<file path="src/rtl/axis_arb_pkg.sv">
`default_nettype none
//==============================================================================
// Package     : axis_arb_pkg
// Description : Shared types, limits and the round-robin pick helper for the
//               packet-granular AXI4-Stream arbiter.
// Revision    : 1.0 - initial release
//==============================================================================
package axis_arb_pkg;

    // Supported range of slave ports; the pick helper is sized for the maximum.
    localparam int c_MIN_PORTS = 2;
    localparam int c_MAX_PORTS = 8;
    localparam int c_MAX_IDX_W = 3;

    typedef enum logic [0:0] {
        IDLE  = 1'b0,
        GRANT = 1'b1
    } arb_state_e;

    typedef struct packed {
        logic                   found;
        logic [c_MAX_IDX_W-1:0] idx;
    } rr_pick_t;

    // First set bit of mask, searching upward from (last+1) mod n_ports with wrap.
    function automatic rr_pick_t rr_pick(
        input logic [c_MAX_PORTS-1:0] mask,
        input logic [c_MAX_IDX_W-1:0] last,
        input int                     n_ports
    );
        rr_pick_t res;
        int       cand;
        res = '0;
        for (int i = 1; i <= c_MAX_PORTS; i++) begin
            if (i <= n_ports && !res.found) begin
                cand = (int'(last) + i) % n_ports;
                if (mask[3'(cand)]) begin
                    res.found = 1'b1;
                    res.idx   = 3'(cand);
                end
            end
        end
        return res;
    endfunction

endpackage
`default_nettype wire

</file>
<file path="src/rtl/axis_out_reg.sv">
`default_nettype none
//==============================================================================
// Module      : axis_out_reg
// Description : One-entry AXI4-Stream register slice. Holds the whole beat
//               payload; supports load and drain in the same cycle.
// Revision    : 1.0 - initial release
//==============================================================================
module axis_out_reg #(
    parameter int PAYLOAD_W = 8
) (
    input  logic                 Aclk,
    input  logic                 Arst,
    input  logic                 load_i,
    input  logic [PAYLOAD_W-1:0] payload_i,
    input  logic                 m_tready_i,
    output logic                 m_tvalid_o,
    output logic [PAYLOAD_W-1:0] payload_o
);

    logic                 valid_q,   valid_d;
    logic [PAYLOAD_W-1:0] payload_q, payload_d;

    // Next state: a load wins over a drain; payload is held when not reloaded.
    always_comb begin
        valid_d   = valid_q;
        payload_d = payload_q;
        if (load_i) begin
            valid_d   = 1'b1;
            payload_d = payload_i;
        end else if (valid_q && m_tready_i) begin
            valid_d   = 1'b0;
        end
    end

    // Register stage, cleared to zero on reset so in-flight data is discarded.
    always_ff @(posedge Aclk) begin
        if (Arst) begin
            valid_q   <= 1'b0;
            payload_q <= '0;
        end else begin
            valid_q   <= valid_d;
            payload_q <= payload_d;
        end
    end

    assign m_tvalid_o = valid_q;
    assign payload_o  = payload_q;

endmodule
`default_nettype wire

</file>
<file path="src/rtl/axis_rr_arbiter.sv">
`default_nettype none
//==============================================================================
// Module      : axis_rr_arbiter
// Description : Packet-granular round-robin arbiter merging N_PORTS AXI4-Stream
//               slaves onto one registered master port. A grant lasts from the
//               first beat to the accepted TLAST beat; null beats are dropped.
// Revision    : 1.0 - initial release
//==============================================================================
module axis_rr_arbiter
    import axis_arb_pkg::*;
#(
    parameter int N_PORTS    = 4,   // valid range 2..8
    parameter int DATA_BYTES = 2,
    parameter int ID_W       = 4,
    parameter int DEST_W     = 4
) (
    input  logic                           Aclk,
    input  logic                           Arst,
    input  logic [N_PORTS-1:0]             port_en,
    input  logic [N_PORTS-1:0]             s_tvalid,
    output logic [N_PORTS-1:0]             s_tready,
    input  logic [N_PORTS*8*DATA_BYTES-1:0] s_tdata,
    input  logic [N_PORTS*DATA_BYTES-1:0]  s_tstrb,
    input  logic [N_PORTS*DATA_BYTES-1:0]  s_tkeep,
    input  logic [N_PORTS-1:0]             s_tlast,
    input  logic [N_PORTS*ID_W-1:0]        s_tid,
    input  logic [N_PORTS*DEST_W-1:0]      s_tdest,
    output logic                           m_tvalid,
    input  logic                           m_tready,
    output logic [8*DATA_BYTES-1:0]        m_tdata,
    output logic [DATA_BYTES-1:0]          m_tstrb,
    output logic [DATA_BYTES-1:0]          m_tkeep,
    output logic                           m_tlast,
    output logic [ID_W-1:0]                m_tid,
    output logic [DEST_W-1:0]              m_tdest,
    output logic [N_PORTS-1:0]             grant_o,
    output logic                           busy_o
);

    localparam int c_TDATA_W   = 8 * DATA_BYTES;
    localparam int c_IDX_W     = $clog2(N_PORTS);
    localparam int c_PAYLOAD_W = c_TDATA_W + 2 * DATA_BYTES + 1 + ID_W + DEST_W;

    arb_state_e           state_q, state_d;
    logic [c_IDX_W-1:0]   gnt_q, gnt_d;
    logic [c_IDX_W-1:0]   last_q, last_d;

    logic [c_PAYLOAD_W-1:0] w_port_payload [N_PORTS];
    logic [c_PAYLOAD_W-1:0] w_sel_payload;
    logic [c_PAYLOAD_W-1:0] w_out_payload;
    logic [c_MAX_PORTS-1:0] w_cand;
    rr_pick_t               w_pick;
    logic [N_PORTS-1:0]     w_gnt_onehot;
    logic [DATA_BYTES-1:0]  w_sel_keep;
    logic                   w_sel_valid;
    logic                   w_sel_last;
    logic                   w_up_ready;
    logic                   w_granted;
    logic                   w_accept;
    logic                   w_load;

    // Pack each slave's sideband into one payload word so a single mux selects it.
    generate
        for (genvar p = 0; p < N_PORTS; p++) begin : g_port
            assign w_port_payload[p] = {s_tdata[p*c_TDATA_W +: c_TDATA_W],
                                        s_tstrb[p*DATA_BYTES +: DATA_BYTES],
                                        s_tkeep[p*DATA_BYTES +: DATA_BYTES],
                                        s_tlast[p],
                                        s_tid[p*ID_W +: ID_W],
                                        s_tdest[p*DEST_W +: DEST_W]};
        end
    endgenerate

    assign w_sel_payload = w_port_payload[gnt_q];
    assign w_sel_keep    = s_tkeep[gnt_q*DATA_BYTES +: DATA_BYTES];
    assign w_sel_valid   = s_tvalid[gnt_q];
    assign w_sel_last    = s_tlast[gnt_q];

    assign w_cand = c_MAX_PORTS'(s_tvalid & port_en);
    assign w_pick = rr_pick(w_cand, c_MAX_IDX_W'(last_q), N_PORTS);

    assign w_granted    = (state_q == GRANT);
    assign w_gnt_onehot = N_PORTS'(1) << gnt_q;
    // Ready never looks at s_tvalid: only the grant and output-stage space.
    assign w_up_ready   = !m_tvalid || m_tready;
    assign w_accept     = w_granted && w_sel_valid && w_up_ready;
    // Null beats (no kept bytes, not last) are consumed without being forwarded.
    assign w_load       = w_accept && ((|w_sel_keep) || w_sel_last);

    assign s_tready = (w_granted && w_up_ready) ? w_gnt_onehot : '0;
    assign grant_o  = w_granted ? w_gnt_onehot : '0;
    assign busy_o   = w_granted || m_tvalid;

    // Next-state logic: arbitrate in IDLE, hold the grant until TLAST is accepted.
    always_comb begin
        state_d = state_q;
        gnt_d   = gnt_q;
        last_d  = last_q;
        case (state_q)
            IDLE: begin
                if (w_pick.found) begin
                    state_d = GRANT;
                    gnt_d   = c_IDX_W'(w_pick.idx);
                    last_d  = c_IDX_W'(w_pick.idx);
                end
            end
            GRANT: begin
                if (w_accept && w_sel_last) begin
                    state_d = IDLE;
                end
            end
            default: state_d = IDLE;
        endcase
    end

    // State and grant registers; last_grant resets so port 0 wins first.
    always_ff @(posedge Aclk) begin
        if (Arst) begin
            state_q <= IDLE;
            gnt_q   <= '0;
            last_q  <= c_IDX_W'(N_PORTS - 1);
        end else begin
            state_q <= state_d;
            gnt_q   <= gnt_d;
            last_q  <= last_d;
        end
    end

    axis_out_reg #(
        .PAYLOAD_W (c_PAYLOAD_W)
    ) u_out_reg (
        .Aclk       (Aclk),
        .Arst       (Arst),
        .load_i     (w_load),
        .payload_i  (w_sel_payload),
        .m_tready_i (m_tready),
        .m_tvalid_o (m_tvalid),
        .payload_o  (w_out_payload)
    );

    assign {m_tdata, m_tstrb, m_tkeep, m_tlast, m_tid, m_tdest} = w_out_payload;

endmodule
`default_nettype wire

</file>
<file path="config.mk">
export PLATFORM = sky130hd
export DESIGN_NAME = axis_rr_arbiter
export DESIGN_NICKNAME = d
export VERILOG_FILES = /design/src/rtl/axis_arb_pkg.sv /design/src/rtl/axis_out_reg.sv /design/src/rtl/axis_rr_arbiter.sv
export SDC_FILE = /design/constraint.sdc
export NUM_CORES = 1
export LEC_CHECK = 0
export ABC_AREA = 1
export CAP_MARGIN = 5
export CORE_MARGIN = 1.5
export CORE_UTILIZATION = 36
export CTS_BUF_LIST = sky130_fd_sc_hd__clkbuf_4
export DETAILED_ROUTE_END_ITERATION = 6
export PLACE_DENSITY = 0.91
export RECOVER_POWER = 50
export SETUP_SLACK_MARGIN = 0.05
export SLEW_MARGIN = 10
export SYNTH_ARGS = -nofsm -noshare
export SYNTH_HDL_FRONTEND = slang
export SYNTH_SLANG_ARGS = --single-unit
export TNS_END_PERCENT = 1
</file>
<file path="constraint.sdc">
create_clock -name Aclk -period 2.2 [get_ports Aclk]
set_input_delay 0.66 -clock Aclk [delete_from_list [all_inputs] [get_ports Aclk]]
set_output_delay 0.66 -clock Aclk [all_outputs]
set_load 0.005 [all_outputs]
</file>
==> run_summary.xml, run 1 <==
<?xml version="1.0" encoding="UTF-8"?>
<metrics>
  <group name="grt">
    <metric name="grt_max_degree" unit="">31</metric>
    <metric name="via_count_of_the_first_global_routing_pass" unit="">2990</metric>
    <metric name="globalRouteOverflowTotal" unit="">0</metric>
    <metric name="grt_first_pass_wirelength" unit="mm">13.2</metric>
    <metric name="initial_antenna_violation_count" unit="">0</metric>
    <metric name="track_usage" unit="%">23.1</metric>
  </group>
  <group name="sta">
    <metric name="rsz0062_at_grt" unit="">yes</metric>
    <metric name="report.final.setup_viol" unit="">0</metric>
    <metric name="finalCriticalPeriod" unit="ns">2.17</metric>
    <metric name="achievable-frequency" unit="MHz">461</metric>
    <metric name="timing.slew.headroom" unit="%">67.8</metric>
    <metric name="final_max_slew_viol_count" unit="">0</metric>
    <metric name="worst_pin_slew" unit="ns">0.482</metric>
    <metric name="clock-skew-final" unit="ns">0.00519</metric>
    <metric name="timing_hold_violations_final" unit="">0</metric>
    <metric name="post-route-period-util" unit="%">98.6</metric>
  </group>
  <group name="worst_hold_path">
    <metric name="min_path_type" unit="">register to register</metric>
    <metric name="holdCritStartpoint" unit="">u_out_reg.payload_o[8]$_SDFFE_PP0P_</metric>
    <metric name="min_path_cells" unit="">2</metric>
    <metric name="holdPathEnd" unit="">u_out_reg.payload_o[8]$_SDFFE_PP0P_</metric>
  </group>
  <group name="worst_setup_path">
    <metric name="worstPathRequired" unit="ns">1.54</metric>
    <metric name="worst-r2r-cell-count" unit="">13</metric>
    <metric name="reg2reg_from" unit="">gnt_q[0]$_SDFFE_PP0P_</metric>
    <metric name="critical_path_class" unit="">input port to primary output</metric>
    <metric name="reg2reg_to" unit="">u_out_reg.payload_o[13]$_SDFFE_PP0P_</metric>
    <metric name="worst-endpoint-arrival" unit="ns">1.51</metric>
    <metric name="setup.reg_to_reg.worst_slack" unit="ns">0.19</metric>
    <metric name="cp_startpoint_kind" unit="">input port</metric>
    <metric name="setup.worst_path.end_class" unit="">primary output</metric>
    <metric name="cp_max_fo" unit="">5</metric>
  </group>
  <group name="final_layout">
    <metric name="antennaDiodeCount" unit="">0</metric>
    <metric name="layoutNonFillerInstCount" unit="">631</metric>
    <metric name="area.growth.synth_to_final" unit="%">78.8</metric>
    <metric name="drive_gt1_share" unit="%">7.01</metric>
    <metric name="nets" unit="">682</metric>
    <metric name="final_util" unit="%">68.0</metric>
    <metric name="postLayoutCellArea" unit="mm²">0.00412</metric>
  </group>
  <group name="power_and_ir_drop">
    <metric name="power.density" unit="mW/mm²">998</metric>
    <metric name="worst_ir_drop_vdd" unit="mV">1.16</metric>
    <metric name="static-leakage-power" unit="nW">1.89</metric>
    <metric name="post-layout-total-power" unit="W">0.00412</metric>
  </group>
  <group name="clock_network">
    <metric name="root_buffer" unit="">sky130_fd_sc_hd__clkbuf_4</metric>
    <metric name="clock_path_buffers" unit="">2</metric>
    <metric name="clk_pin_slew_worst_paths" unit="ns">0.11</metric>
    <metric name="cts_tree" unit="">yes</metric>
    <metric name="number_of_buffers_added_by_the_clock_tree_synthesis_step" unit="">5</metric>
    <metric name="clock_insertion_delay_worst_skew" unit="ns">0.34</metric>
    <metric name="clock_tree.htree_level_count" unit="">2</metric>
    <metric name="cts_sinks" unit="">35</metric>
    <metric name="postCtsHoldBufs" unit="">0</metric>
  </group>
  <group name="place">
    <metric name="placed_cells" unit="">622</metric>
    <metric name="place_area" unit="mm²">0.00402</metric>
    <metric name="place_hpwl" unit="mm">6.36</metric>
    <metric name="finalWeightedCongestion" unit="">0.821</metric>
    <metric name="numPortBuffers" unit="">165</metric>
  </group>
  <group name="die">
    <metric name="ioPinCount" unit="">166</metric>
    <metric name="initial_core_util" unit="%">38.0</metric>
    <metric name="fp.coreArea" unit="mm²">0.00606</metric>
    <metric name="num_rows" unit="">28</metric>
    <metric name="dieWidth" unit="µm">83.0</metric>
    <metric name="vert_die_dim" unit="µm">83.0</metric>
    <metric name="die_area" unit="mm²">0.00689</metric>
  </group>
  <group name="logic_synthesis">
    <metric name="yosys.area_share.xor_xnor" unit="%">0</metric>
    <metric name="netlist.top_cell.by_area" unit="">sky130_fd_sc_hd__dfxtp_1</metric>
    <metric name="number_of_register_bits_inferred_by_synthesis" unit="">35</metric>
    <metric name="synthMuxAreaShare" unit="%">0</metric>
    <metric name="synth_nets" unit="">520</metric>
    <metric name="synth_top_area_share" unit="%">30.4</metric>
    <metric name="synth_area_leaders" unit="">sky130_fd_sc_hd__dfxtp_1 30%, sky130_fd_sc_hd__nand2_1 28%, sky130_fd_sc_hd__nor2_1 11%</metric>
    <metric name="yosysMostFrequentCell" unit="">sky130_fd_sc_hd__nand2_1</metric>
    <metric name="synth_flop_cell" unit="">sky130_fd_sc_hd__dfxtp_1</metric>
    <metric name="post_synth_and_or_nand_nor_area_fraction" unit="%">43.7</metric>
    <metric name="synthCells" unit="">393</metric>
    <metric name="synthArstFlopShare" unit="%">0</metric>
    <metric name="ys_seq_area_share" unit="%">30.4</metric>
    <metric name="synth_compound_area_share" unit="%">17.4</metric>
    <metric name="yosys.area_share.adder" unit="%">0</metric>
    <metric name="synth_edf_count" unit="">0</metric>
    <metric name="synth_common_cells" unit="">170 x sky130_fd_sc_hd__nand2_1, 65 x sky130_fd_sc_hd__nor2_1, 35 x sky130_fd_sc_hd__dfxtp_1</metric>
    <metric name="main_combinational_cell_family_by_area_after_synthesis" unit="">simple AND/OR/NAND/NOR gates</metric>
    <metric name="yosys_warnings" unit="">0</metric>
    <metric name="syn-cell-area" unit="mm²">0.00231</metric>
    <metric name="syn_avg_cell_area" unit="µm²">5.87</metric>
    <metric name="yosysUniqueCellTypes" unit="">23</metric>
  </group>
  <group name="status">
    <metric name="outcome" unit="">completed</metric>
  </group>
  <group name="drt">
    <metric name="drt_wl_total" unit="mm">8.27</metric>
    <metric name="wl_per_cell" unit="µm">13.1</metric>
    <metric name="vias" unit="">3119</metric>
    <metric name="postRouteAntennaNets" unit="">0</metric>
    <metric name="drtPass1Iterations" unit="">4</metric>
    <metric name="vias_per_cell" unit="">4.94</metric>
    <metric name="drt_first_iter_violations" unit="">117</metric>
    <metric name="drc" unit="">0</metric>
  </group>
  <group name="run">
    <metric name="maxCapViolCount" unit="">0</metric>
  </group>
</metrics>
worst max-delay path: stages:
cell and delay, ns:
sky130_fd_sc_hd__dlygate4sd2_1 0.23, sky130_fd_sc_hd__or2_4 0.24, sky130_fd_sc_hd__nand2_4 0.09, sky130_fd_sc_hd__nor2_2 0.04, sky130_fd_sc_hd__dlygate4sd2_1 0.25
cell usage in the layout, fill, tap and decap left out:
cell and instances:
sky130_fd_sc_hd__a21oi_1 33, sky130_fd_sc_hd__a22oi_1 26, sky130_fd_sc_hd__nor2_1 64, sky130_fd_sc_hd__a31oi_1 1, sky130_fd_sc_hd__clkbuf_1 1, sky130_fd_sc_hd__dfxtp_2 2, sky130_fd_sc_hd__nand3_1 13, sky130_fd_sc_hd__nand2_1 169
sky130_fd_sc_hd__clkdlybuf4s25_1 1, sky130_fd_sc_hd__buf_12 2, sky130_fd_sc_hd__clkdlybuf4s15_1 1, sky130_fd_sc_hd__bufinv_16 2, sky130_fd_sc_hd__inv_2 6, sky130_fd_sc_hd__clkinvlp_4 1, sky130_fd_sc_hd__dlygate4sd3_1 29, sky130_fd_sc_hd__o21ai_0 4
sky130_fd_sc_hd__nand2_4 2, sky130_fd_sc_hd__or2_4 1, sky130_fd_sc_hd__clkdlybuf4s50_1 129, sky130_fd_sc_hd__nand3b_1 1, sky130_fd_sc_hd__dlygate4sd2_1 2, sky130_fd_sc_hd__dfxtp_1 32, sky130_fd_sc_hd__dlymetal6s2s_1 1, sky130_fd_sc_hd__nand2_2 2
sky130_fd_sc_hd__inv_4 1, sky130_fd_sc_hd__dfxtp_4 1, sky130_fd_sc_hd__inv_1 10, sky130_fd_sc_hd__clkbuf_4 5, sky130_fd_sc_hd__nor2_2 3, sky130_fd_sc_hd__buf_4 8, sky130_fd_sc_hd__clkbuf_2 2, sky130_fd_sc_hd__nand3_2 1
logic make-up after synthesis:
| family | count (synthesis) |
|---|---|
| compound gates | 64 |
| buf+inv | 38 |
| flops | 35 |
| simple gates | 256 |
where the power goes:
group / internal, W / switching (W)
clock: 0.000353 / 0.000228
combinational: 0.00117 / 0.00135
sequential: 0.000872 / 0.000142
worst max-delay path by stage:
| stage | cells past startpoint | to | startpoint | slack (ns) |
|---|---|---|---|---|
| after floorplan | 3 | s_tready[0] | m_tready | 0.36 |
| after global placement | 5 | s_tready[1] | m_tready | -0.53 |
| after detailed placement | 5 | s_tready[1] | m_tready | -0.58 |
| after CTS | 5 | s_tready[0] | m_tready | 0.01 |
| after global routing | 5 | s_tready[0] | m_tready | -0.006 |
| final | 5 | s_tready[0] | m_tready | 0.03 |
stage by stage:
stage | hold slack, ns | TNS (ns) | worst slack (ns)
2_1_floorplan | 0.452 | 0 | 0.361
3_3_place_gp | 0.444 | -2.21 | -0.533
3_5_place_dp | 0.450 | -3.33 | -0.579
4_1_cts | 0.465 | 0 | 0.0120
5_1_grt | 0.496 | -0.00619 | -0.00619
6_report | 0.463 | 0 | 0.0310
cell type report:
type	instances	area, µm²
inverters	17	66.3
fillers	525	1940
clock inverters	3	67.6
multi-input cells	320	1410
repair buffers	176	1750
well taps	75	93.8
clock buffers	5	37.5
flip-flops and latches	35	707
state kept, by name (all words and copies together), names as in the netlist:
signal	cells
u_out_reg.m_tvalid_o	1
state_q	1
u_out_reg.payload_o	29
last_q	2
gnt_q	2
repair_timing:
action	in CTS	in global routing
resized for setup	15	5
pin swaps	2	1
setup endpoints to repair	8	8
buffers inserted	1	0
per-layer routing:
layer	global-route usage (%)	wire length [µm]	vias to the layer above
met3	6.06	603	17
met5	0	0	-
met2	44.5	4250	129
li1	-	-	1580
met4	6.36	170	0
met1	24.4	3240	1393
No activity file was read; power rests on OpenSTA's default activity.
==> inputs of run 2 (changes only) <==
CORE_MARGIN = 3   (was 1.5)
==> run 2 against run 1 <==
  * Largest power group unchanged
  * Sequential power is essentially flat
  * Power is 4.6% lower
  * First-iteration DRC count decreased by 28%
  * Critical endpoint is now s_tready[3]
  * Setup slack better by 0.083 ns
  * Global-route usage shrank 0.89 points
==> run_summary.xml, run 2 (synthesis gave the netlist of run 1 again) <==
<?xml version="1.0" encoding="UTF-8"?>
<metrics>
  <group name="clock_network">
    <metric name="clk_pin_slew_worst_paths" unit="ns">0.10</metric>
    <metric name="root_buffer" unit="">sky130_fd_sc_hd__clkbuf_4</metric>
    <metric name="cts_tree" unit="">yes</metric>
    <metric name="cts_sinks" unit="">35</metric>
    <metric name="clock_path_buffers" unit="">2</metric>
    <metric name="number_of_buffers_added_by_the_clock_tree_synthesis_step" unit="">5</metric>
    <metric name="clock_tree.htree_level_count" unit="">2</metric>
    <metric name="clock_insertion_delay_worst_skew" unit="ns">0.33</metric>
    <metric name="postCtsHoldBufs" unit="">0</metric>
  </group>
  <group name="die">
    <metric name="vert_die_dim" unit="µm">86.0</metric>
    <metric name="dieWidth" unit="µm">86.0</metric>
    <metric name="initial_core_util" unit="%">38.0</metric>
    <metric name="die_area" unit="mm²">0.00740</metric>
    <metric name="num_rows" unit="">28</metric>
    <metric name="fp.coreArea" unit="mm²">0.00606</metric>
    <metric name="ioPinCount" unit="">166</metric>
  </group>
  <group name="drt">
    <metric name="vias_per_cell" unit="">4.93</metric>
    <metric name="drt_first_iter_violations" unit="">84</metric>
    <metric name="postRouteAntennaNets" unit="">0</metric>
    <metric name="dr.max_layer_used" unit="">met4</metric>
    <metric name="dr_wl_met2" unit="mm">4.35</metric>
    <metric name="drc" unit="">0</metric>
    <metric name="drtPass1Iterations" unit="">4</metric>
    <metric name="wl_per_cell" unit="µm">13.6</metric>
    <metric name="vias" unit="">3117</metric>
    <metric name="routed-wl-met3" unit="µm">845</metric>
    <metric name="drt_wl_total" unit="mm">8.58</metric>
    <metric name="wirelength_met1" unit="mm">3.21</metric>
  </group>
  <group name="final_layout">
    <metric name="antennaDiodeCount" unit="">0</metric>
    <metric name="postLayoutCellArea" unit="mm²">0.00411</metric>
    <metric name="multiInputGateArea" unit="mm²">0.00143</metric>
    <metric name="drive_gt1_share" unit="%">7.18</metric>
    <metric name="layout.cells.most_common" unit="">sky130_fd_sc_hd__nand2_1</metric>
    <metric name="largest_reg_flops" unit="">29</metric>
    <metric name="nets" unit="">683</metric>
    <metric name="layoutNonFillerInstCount" unit="">632</metric>
    <metric name="area.growth.synth_to_final" unit="%">78.2</metric>
    <metric name="n_fill_cell" unit="">528</metric>
    <metric name="final_cell_mix" unit="">168 x sky130_fd_sc_hd__nand2_1, 127 x sky130_fd_sc_hd__clkdlybuf4s50_1, 65 x sky130_fd_sc_hd__nor2_1, 33 x sky130_fd_sc_hd__a21oi_1, 32 x sky130_fd_sc_hd__dfxtp_1</metric>
    <metric name="seqCellArea" unit="µm²">709</metric>
  </group>
  <group name="sta">
    <metric name="finalCriticalPeriod" unit="ns">2.09</metric>
    <metric name="clock-skew-final" unit="ns">0.0145</metric>
    <metric name="final_max_slew_viol_count" unit="">0</metric>
    <metric name="timing.slew.headroom" unit="%">68.0</metric>
    <metric name="achievable-frequency" unit="MHz">479</metric>
    <metric name="worst_pin_slew" unit="ns">0.479</metric>
    <metric name="rsz0062_at_grt" unit="">yes</metric>
    <metric name="timing_hold_violations_final" unit="">0</metric>
    <metric name="post-route-period-util" unit="%">94.8</metric>
    <metric name="report.final.setup_viol" unit="">0</metric>
  </group>
  <group name="power_and_ir_drop">
    <metric name="static-leakage-power" unit="nW">1.90</metric>
    <metric name="power.density" unit="mW/mm²">956</metric>
    <metric name="combPwrFrac" unit="%">65.1</metric>
    <metric name="p_sw" unit="W">0.00173</metric>
    <metric name="p_sw_share" unit="%">43.9</metric>
    <metric name="power_frac_seq" unit="%">26.1</metric>
    <metric name="portion_of_total_power_attributed_to_the_clock_network" unit="%">8.8</metric>
    <metric name="intPower" unit="W">0.00220</metric>
    <metric name="worst_ir_drop_vdd" unit="mV">1.13</metric>
  </group>
  <group name="place">
    <metric name="finalWeightedCongestion" unit="">0.955</metric>
    <metric name="placed_cells" unit="">622</metric>
    <metric name="place_hpwl" unit="mm">6.77</metric>
    <metric name="numPortBuffers" unit="">165</metric>
    <metric name="place_area" unit="mm²">0.00402</metric>
  </group>
  <group name="worst_setup_path">
    <metric name="worstPathRequired" unit="ns">1.54</metric>
    <metric name="critical_path_class" unit="">input port to primary output</metric>
    <metric name="cp_max_fo" unit="">4</metric>
    <metric name="worst-endpoint-arrival" unit="ns">1.43</metric>
    <metric name="setup.worst_path.end_class" unit="">primary output</metric>
    <metric name="cp_startpoint_kind" unit="">input port</metric>
  </group>
  <group name="grt">
    <metric name="grt_first_pass_wirelength" unit="mm">13.3</metric>
    <metric name="initial_antenna_violation_count" unit="">0</metric>
    <metric name="via_count_of_the_first_global_routing_pass" unit="">2986</metric>
    <metric name="track_usage" unit="%">22.2</metric>
    <metric name="grt_max_degree" unit="">31</metric>
    <metric name="globalRouteOverflowTotal" unit="">0</metric>
  </group>
  <group name="worst_hold_path">
    <metric name="min_path_type" unit="">register to register</metric>
  </group>
  <group name="run">
    <metric name="maxCapViolCount" unit="">0</metric>
  </group>
  <group name="status">
    <metric name="outcome" unit="">completed</metric>
  </group>
</metrics>
## run 2: cell count changes in the layout (fill, tap and decap cells not counted), sizes merged
| cell | change |
|---|---|
| clkdlybuf4s50 | -2 |
| dlymetal6s2s | +1 |
| dlygate4sd3 | +1 |
| clkdlybuf4s25 | -1 |
| clkinvlp | -1 |
| buf | +3 |
| clkbuf | -1 |
| dlygate4sd2 | -1 |
| clkinv | +2 |
| bufinv | -2 |
| clkdlybuf4s15 | +2 |
## run 2: critical path, cell delays in order
cell	delay (ns)
sky130_fd_sc_hd__clkdlybuf4s15_1	0.16
sky130_fd_sc_hd__or2_4	0.24
sky130_fd_sc_hd__nand2_4	0.10
sky130_fd_sc_hd__buf_6	0.11
sky130_fd_sc_hd__nor2_2	0.03
sky130_fd_sc_hd__buf_2	0.12
## run 2: worst paths after layout
path | from | to | slack (ns) | cells past startpoint
hold reg to reg | u_out_reg.payload_o[10]$_SDFFE_PP0P_ | u_out_reg.payload_o[10]$_SDFFE_PP0P_ | 0.46 | 2
setup / recovery | m_tready | s_tready[3] | 0.11 | 6
setup reg to reg | gnt_q[1]$_SDFFE_PP0P_ | u_out_reg.payload_o[26]$_SDFFE_PP0P_ | 0.21 | 13
hold / removal | u_out_reg.payload_o[10]$_SDFFE_PP0P_ | u_out_reg.payload_o[10]$_SDFFE_PP0P_ | 0.46 | 2
## run 2: cell type report
cell class                      instances  share of cell area, %
Multi-Input combinational cell        320                   34.7
Clock inverter                          2                  0.183
Sequential cell                        35                   17.3
Timing Repair Buffer                  177                   42.8
Tap cell                               75                   2.28
Inverter                               17                   1.61
Clock buffer                            6                   1.10
## run 2: what timing repair did
action | in CTS | in global routing
endpoints found under the hold margin | 0 | 0
endpoints found under the setup margin | 8 | 8
pin swaps | 2 | 1
buffers inserted | 1 | 1
resized for setup | 22 | 8
## run 2: metrics by stage
step | power [W] | hold WS, ns | TNS, ns | utilization [%] | setup slack, ns
final | 0.00393 | 0.463 | 0 | 67.8 | 0.114
after global routing | 0.00430 | 0.493 | 0 | 67.8 | 0.0349
after CTS | 0.00400 | 0.470 | 0 | 67.5 | 0.0338
after global placement | 0.00353 | 0.447 | -2.30 | 66.4 | -0.544
after floorplan | 0.00256 | 0.452 | 0 | - | 0.361
after detailed placement | 0.00363 | 0.452 | -3.09 | 66.4 | -0.608
## run 2: routing by layer
layer  track usage, %  vias to the layer above
li1                 -                     1581
met3             6.05                       17
met2             42.1                      151
met1             23.9                     1368
met5                0                        -
met4             5.90                        0
## run 2: power groups by stage
stage / clock, W / combinational, W / sequential [W]
after global placement: 0 / 0.00252 / 0.00101
after detailed placement: 0 / 0.00260 / 0.00103
after global routing: 0.000374 / 0.00287 / 0.00106
final: 0.000344 / 0.00256 / 0.00102
after CTS: 0.000350 / 0.00263 / 0.00102
after floorplan: 0 / 0.00154 / 0.00102
